$ cat src/rtl/hilo_acc_unit.sv
// HI/LO move-and-accumulate unit for the EX stage: NACC HI/LO pairs with MEM/WB forwarding,
// single-cycle moves and two-cycle multiply-accumulate (stall, then accumulate).
module hilo_acc_unit #(
  parameter int DATA_W = 32,
  parameter int NACC   = 1,
  parameter int IDX_W  = (NACC > 1) ? $clog2(NACC) : 1
) (
  input  logic              clk,
  input  logic              rst,
  input  logic              flush_i,
  input  logic              valid_i,
  input  logic [3:0]        op_i,
  input  logic [IDX_W-1:0]  acc_i,
  input  logic [DATA_W-1:0] reg1_i,
  input  logic [DATA_W-1:0] reg2_i,
  input  logic              mem_whilo_i,
  input  logic [IDX_W-1:0]  mem_acc_i,
  input  logic [DATA_W-1:0] mem_hi_i,
  input  logic [DATA_W-1:0] mem_lo_i,
  input  logic              wb_whilo_i,
  input  logic [IDX_W-1:0]  wb_acc_i,
  input  logic [DATA_W-1:0] wb_hi_i,
  input  logic [DATA_W-1:0] wb_lo_i,
  output logic              wreg_o,
  output logic [DATA_W-1:0] wdata_o,
  output logic              whilo_o,
  output logic [IDX_W-1:0]  wacc_o,
  output logic [DATA_W-1:0] hi_o,
  output logic [DATA_W-1:0] lo_o,
  output logic              stallreq_o
);
  localparam int PW = 2 * DATA_W;
  localparam logic [IDX_W:0] NACC_L = (IDX_W+1)'(NACC);

  localparam logic [3:0] OP_MFHI  = 4'd1;
  localparam logic [3:0] OP_MFLO  = 4'd2;
  localparam logic [3:0] OP_MTHI  = 4'd3;
  localparam logic [3:0] OP_MTLO  = 4'd4;
  localparam logic [3:0] OP_MOVZ  = 4'd5;
  localparam logic [3:0] OP_MOVN  = 4'd6;
  localparam logic [3:0] OP_MADD  = 4'd7;
  localparam logic [3:0] OP_MADDU = 4'd8;
  localparam logic [3:0] OP_MSUB  = 4'd9;
  localparam logic [3:0] OP_MSUBU = 4'd10;

  typedef enum logic {IDLE, ACC} state_e;

  state_e        state_q, state_d;
  logic [PW-1:0] prod_q, prod_d;
  logic          sub_q, sub_d;
  logic [PW-1:0] bank_q [NACC];
  logic [PW-1:0] bank_d [NACC];

  logic          acc_ok, go, signed_op;
  logic [PW-1:0] bank_rd, fwd, mul_a, mul_b, sum;

  always_comb begin
    acc_ok  = ({1'b0, acc_i} < NACC_L);
    go      = valid_i & ~flush_i & acc_ok & ~rst;
    bank_rd = '0;
    for (int i = 0; i < NACC; i++)
      if (acc_i == IDX_W'(i)) bank_rd = bank_q[i];
    // MEM is younger than WB, so its pending write wins
    if (mem_whilo_i && mem_acc_i == acc_i)    fwd = {mem_hi_i, mem_lo_i};
    else if (wb_whilo_i && wb_acc_i == acc_i) fwd = {wb_hi_i, wb_lo_i};
    else                                      fwd = bank_rd;
    signed_op = (op_i == OP_MADD) || (op_i == OP_MSUB);
    mul_a = {{DATA_W{signed_op & reg1_i[DATA_W-1]}}, reg1_i};
    mul_b = {{DATA_W{signed_op & reg2_i[DATA_W-1]}}, reg2_i};
  end

  always_comb begin
    bank_d = bank_q;
    for (int i = 0; i < NACC; i++)
      if (wb_whilo_i && wb_acc_i == IDX_W'(i)) bank_d[i] = {wb_hi_i, wb_lo_i};
  end

  always_comb begin
    state_d    = state_q;
    prod_d     = prod_q;
    sub_d      = sub_q;
    sum        = '0;
    wreg_o     = 1'b0;
    wdata_o    = '0;
    whilo_o    = 1'b0;
    wacc_o     = '0;
    hi_o       = '0;
    lo_o       = '0;
    stallreq_o = 1'b0;
    case (state_q)
      IDLE: if (go) begin
        case (op_i)
          OP_MFHI: begin wreg_o = 1'b1; wdata_o = fwd[PW-1:DATA_W]; end
          OP_MFLO: begin wreg_o = 1'b1; wdata_o = fwd[DATA_W-1:0];  end
          OP_MTHI: begin
            whilo_o = 1'b1; wacc_o = acc_i; hi_o = reg1_i; lo_o = fwd[DATA_W-1:0];
          end
          OP_MTLO: begin
            whilo_o = 1'b1; wacc_o = acc_i; hi_o = fwd[PW-1:DATA_W]; lo_o = reg1_i;
          end
          OP_MOVZ: if (reg2_i == '0) begin wreg_o = 1'b1; wdata_o = reg1_i; end
          OP_MOVN: if (reg2_i != '0) begin wreg_o = 1'b1; wdata_o = reg1_i; end
          OP_MADD, OP_MADDU, OP_MSUB, OP_MSUBU: begin
            // sign/zero-extended operands make the truncated product correct for both flavours
            prod_d     = mul_a * mul_b;
            sub_d      = (op_i == OP_MSUB) || (op_i == OP_MSUBU);
            stallreq_o = 1'b1;
            state_d    = ACC;
          end
          default: ;
        endcase
      end
      ACC: begin
        state_d = IDLE;
        if (go) begin
          sum     = sub_q ? (fwd - prod_q) : (fwd + prod_q);
          whilo_o = 1'b1;
          wacc_o  = acc_i;
          hi_o    = sum[PW-1:DATA_W];
          lo_o    = sum[DATA_W-1:0];
        end
      end
      default: state_d = IDLE;
    endcase
  end

  always_ff @(posedge clk) begin
    if (rst) begin
      state_q <= IDLE;
      prod_q  <= '0;
      sub_q   <= 1'b0;
      for (int i = 0; i < NACC; i++) bank_q[i] <= '0;
    end else begin
      state_q <= state_d;
      prod_q  <= prod_d;
      sub_q   <= sub_d;
      for (int i = 0; i < NACC; i++) bank_q[i] <= bank_d[i];
    end
  end
endmodule

$ cat config.mk
export PLATFORM = sky130hd
export DESIGN_NAME = hilo_acc_unit
export DESIGN_NICKNAME = d
export VERILOG_FILES = /design/src/rtl/hilo_acc_unit.sv
export SDC_FILE = /design/constraint.sdc
export NUM_CORES = 2
export LEC_CHECK = 0
export ABC_AREA = 1
export BUFFER_PORTS_ARGS = -buffer_cell sky130_fd_sc_hd__buf_2
export CAP_MARGIN = 20
export CORE_UTILIZATION = 45
export CTS_CLUSTER_SIZE = 12
export DETAILED_ROUTE_END_ITERATION = 10
export SETUP_SLACK_MARGIN = 0.2
export SYNTH_ARGS = -nofsm -noshare
export SYNTH_HDL_FRONTEND = slang
export SYNTH_SLANG_ARGS = --single-unit
$ cat constraint.sdc
create_clock -name clk -period 16.8 [get_ports clk]
set_input_delay 4.2 -clock clk [delete_from_list [all_inputs] [get_ports clk]]
set_output_delay 4.2 -clock clk [all_outputs]
set_load 0.01 [all_outputs]
==> impl_metrics.env <==
export IMPL_multi_input_area_mm2=0.04319
export IMPL_drcViolationCount=0
export IMPL_ys_seq_area_share_pct=4.764
export IMPL_cts_max_level=4
export IMPL_die_y_um=350.4
export IMPL_post_route_min_period_ns=14.04
export IMPL_layout_common_cells="2017 x nand2_1, 1942 x inv_1, 1126 x fa_1"
export IMPL_hold_buffers=0
export IMPL_num_nets_final=9382
export IMPL_grt_overflow=0
export IMPL_slew_viol_final=0
export IMPL_reg2reg_from="state_q$_SDFF_PP0_"
export IMPL_numCtsBuffers=17
export IMPL_grt_start_max_net_pins=79
export IMPL_arrival_ns=9.84
export IMPL_vias_per_cell=5.395
export IMPL_root_buffer="clkbuf_16"
export IMPL_ys_flop_type="dfxtp_1"
export IMPL_synth_cell_types=46
export IMPL_slowest_delay_ns=0.80
export IMPL_cap_violations=0
export IMPL_grt_pass1_vias=51340
export IMPL_min_path_type="reg -> reg"
export IMPL_max_freq_mhz=71.20
export IMPL_start_kind="input pin"
export IMPL_worst_setup_path_type="in -> out"
export IMPL_track_usage_pct=34.71
export IMPL_cts_tree="built"
export IMPL_setup_violations=0
export IMPL_status="finished clean"
export IMPL_fin_crit_sh_pct=83.60
export IMPL_hold_path_endpoint="bank_q[63]$_SDFFE_PP0P_"
export IMPL_n_fill_cell=12600
export IMPL_tightest_slew_ns=1.071
export IMPL_drt_pass1_iter_count=9
export IMPL_globalplace_congestion=1.024
export IMPL_core_area_mm2=0.1201
export IMPL_path_cells="buf_2 > inv_2 > buf_4 > or2_2 > nand3_4 > buf_4 > o211ai_1 > o21ai_0 > ha_1 > fa_1 > inv_1 > nand2_1 > o21ai_0 > a21oi_1 > o21ai_0 > nand2_1 > nand2_1 > nand2_1 > nand2_1 > nor2_1 > o21ai_0 > buf_2"
export IMPL_post_cts_setup_buffer_count=0
export IMPL_die_w_um=350.4
export IMPL_synth_area_per_cell_um2=7.052
export IMPL_endpoint_kind="primary output"
export IMPL_ant_nets=0
export IMPL_worst_ep_required_time_ns=12.60
export IMPL_cts_resized=0
export IMPL_r2r_slack_ns=14.58
export IMPL_synthCells=7747
export IMPL_port_buffers=303
export IMPL_clock_latency_ns=0.50
export IMPL_synth_edf_count=0
export IMPL_regToRegEndpoint="prod_q[39]$_SDFFE_PP0P_"
export IMPL_io_pins=305
export IMPL_clock_path_buffers=2
export IMPL_synth_net_count=9354
export IMPL_seqCellArea_mm2=0.002603
export IMPL_fin_tns_setup_ns=0
export IMPL_final_common_cell="nand2_1"
export IMPL_wl_per_cell_um=22.21
export IMPL_worstHoldPathCells=2
export IMPL_antenna_found_initial=7
export IMPL_crit_path_frequent_cell="nand2_1"
export IMPL_ys_seq_elements=130
export IMPL_grt_setup_unrepaired="false"
export IMPL_yosysWarningCount=0
export IMPL_reg2reg_depth=9
export IMPL_syn_cell_area_mm2=0.05463
export IMPL_grt_pass1_wl_mm=318.3
export IMPL_hold_viol_final=0
export IMPL_area_growth_pct=6.154
export IMPL_clock_sinks=130
export IMPL_skew_ns=0.01062
export IMPL_wirelength_mm=208.8
export IMPL_hold_start="bank_q[63]$_SDFFE_PP0P_"
export IMPL_layout_drive_gt1_share_pct=6.228
export IMPL_synth_async_sr_flop_share_pct=0
export IMPL_num_rows=127
export IMPL_clk_pin_slew_ns=0.06
export IMPL_start_util_pct=45.48
export IMPL_relSlewSlack_pct=27.84
export IMPL_crit_fanout=63
export IMPL_cpMaxStageDelayCell="o21ai_0"
export IMPL_dpl_hpwl_mm=175.1
export IMPL_dieArea_mm2=0.1228
export IMPL_drt_initial_drc_count=4572
export IMPL_num_vias=50730
-- cell usage after synthesis (8+ instances only) --
cell      number  share of area (%)
buf_1         32               0.22
nand4_1       44               0.50
o22ai_1       94                1.1
nor3_1        36               0.33
o21bai_1      15               0.21
inv_2         17               0.12
dfxtp_1      130                4.8
xor2_1        81                1.3
nand3_1      249                2.3
nand2_1     2019                 14
nand3b_1      14               0.19
a21oi_1      353                3.2
a21o_1         8               0.11
xnor2_1       11               0.18
fa_1        1126                 41
inv_1       1944                 13
a31oi_1       39               0.45
buf_2         18               0.16
a31oi_2       30               0.69
clkbuf_1     319                2.2
nor4_1        20               0.23
ha_1         276                6.3
o21ai_0      228                2.1
nor2_1       584                4.0
-- per-stage QoR --
step                utilization [%]  setup slack [ns]  cells  cell area (um^2)  hold WS [ns]
floorplan                         -             5.150   7747             54630        0.4459
global placement              47.70             2.916   9365             57300        0.4522
detailed placement            47.70             2.861   9365             57300        0.4558
CTS                           48.22             2.910   9396             57930        0.4653
global route                  48.27             2.386   9400             57990        0.4789
finish                        48.28             2.756   9402             57990        0.4646
-- state kept, by name (all words and copies together), names as in the netlist --
name,flops
sub_q,1
bank_q,64
state_q,1
prod_q,64
-- area by class of cell --
cell class / instances / share of cell area, %
diodes: 3 / 0.01294
clock inverters: 12 / 0.3128
multi-input cells: 5276 / 74.47
repair buffers: 387 / 3.767
clock buffers: 19 / 0.7638
flip-flops and latches: 130 / 4.488
inverters: 1963 / 12.71
well taps: 1612 / 3.478
-- how the worst max path moves through the flow --
stage / start / to / slack (ns) / depth (start not counted)
floorplan: op_i[2] / prod_q[59]$_SDFFE_PP0P_ / 5.15 / 31
detailed placement: op_i[2] / prod_q[54]$_SDFFE_PP0P_ / 2.86 / 32
finish: acc_i / hi_o[6] / 2.76 / 22
CTS: acc_i / hi_o[6] / 2.91 / 22
global placement: acc_i / hi_o[6] / 2.92 / 22
global route: acc_i / hi_o[22] / 2.39 / 23
-- cells by family (layout without fill, tap and decap cells) --
family	after synthesis	count (layout)	synth area share, %
AO/OA/AOI/OAI	794	794	8.250
XOR/XNOR	92	92	1.475
adder cells (fa/ha/maj)	1402	1402	47.58
buffers and inverters	2341	2381	16.23
flip-flops	130	130	4.764
other	1	4	0.006864
AND/OR/NAND/NOR	2987	2987	21.69
-- worst max-delay path, delay by kind of cell --
| kind | cells | cell delay (ns) |
|---|---|---|
| AOI/OAI and AO/OA | 6 | 1.98 |
| adders and majority gates | 2 | 0.72 |
| buffers and inverters | 6 | 1.59 |
| and+or+nand+nor | 8 | 1.27 |
-- routing by layer --
metal | track usage (%) | vias to the layer above | wire length (um)
met5 | 0 | - | 59
met4 | 11.40 | 8 | 7851
met2 | 54.51 | 2016 | 93790
met1 | 48.83 | 25550 | 91070
li1 | - | 22770 | -
met3 | 5.455 | 385 | 16070
Power is left out: the tool's default activity adds up to more than one toggle a clock period on the data nets, which glitch-free logic cannot reach.
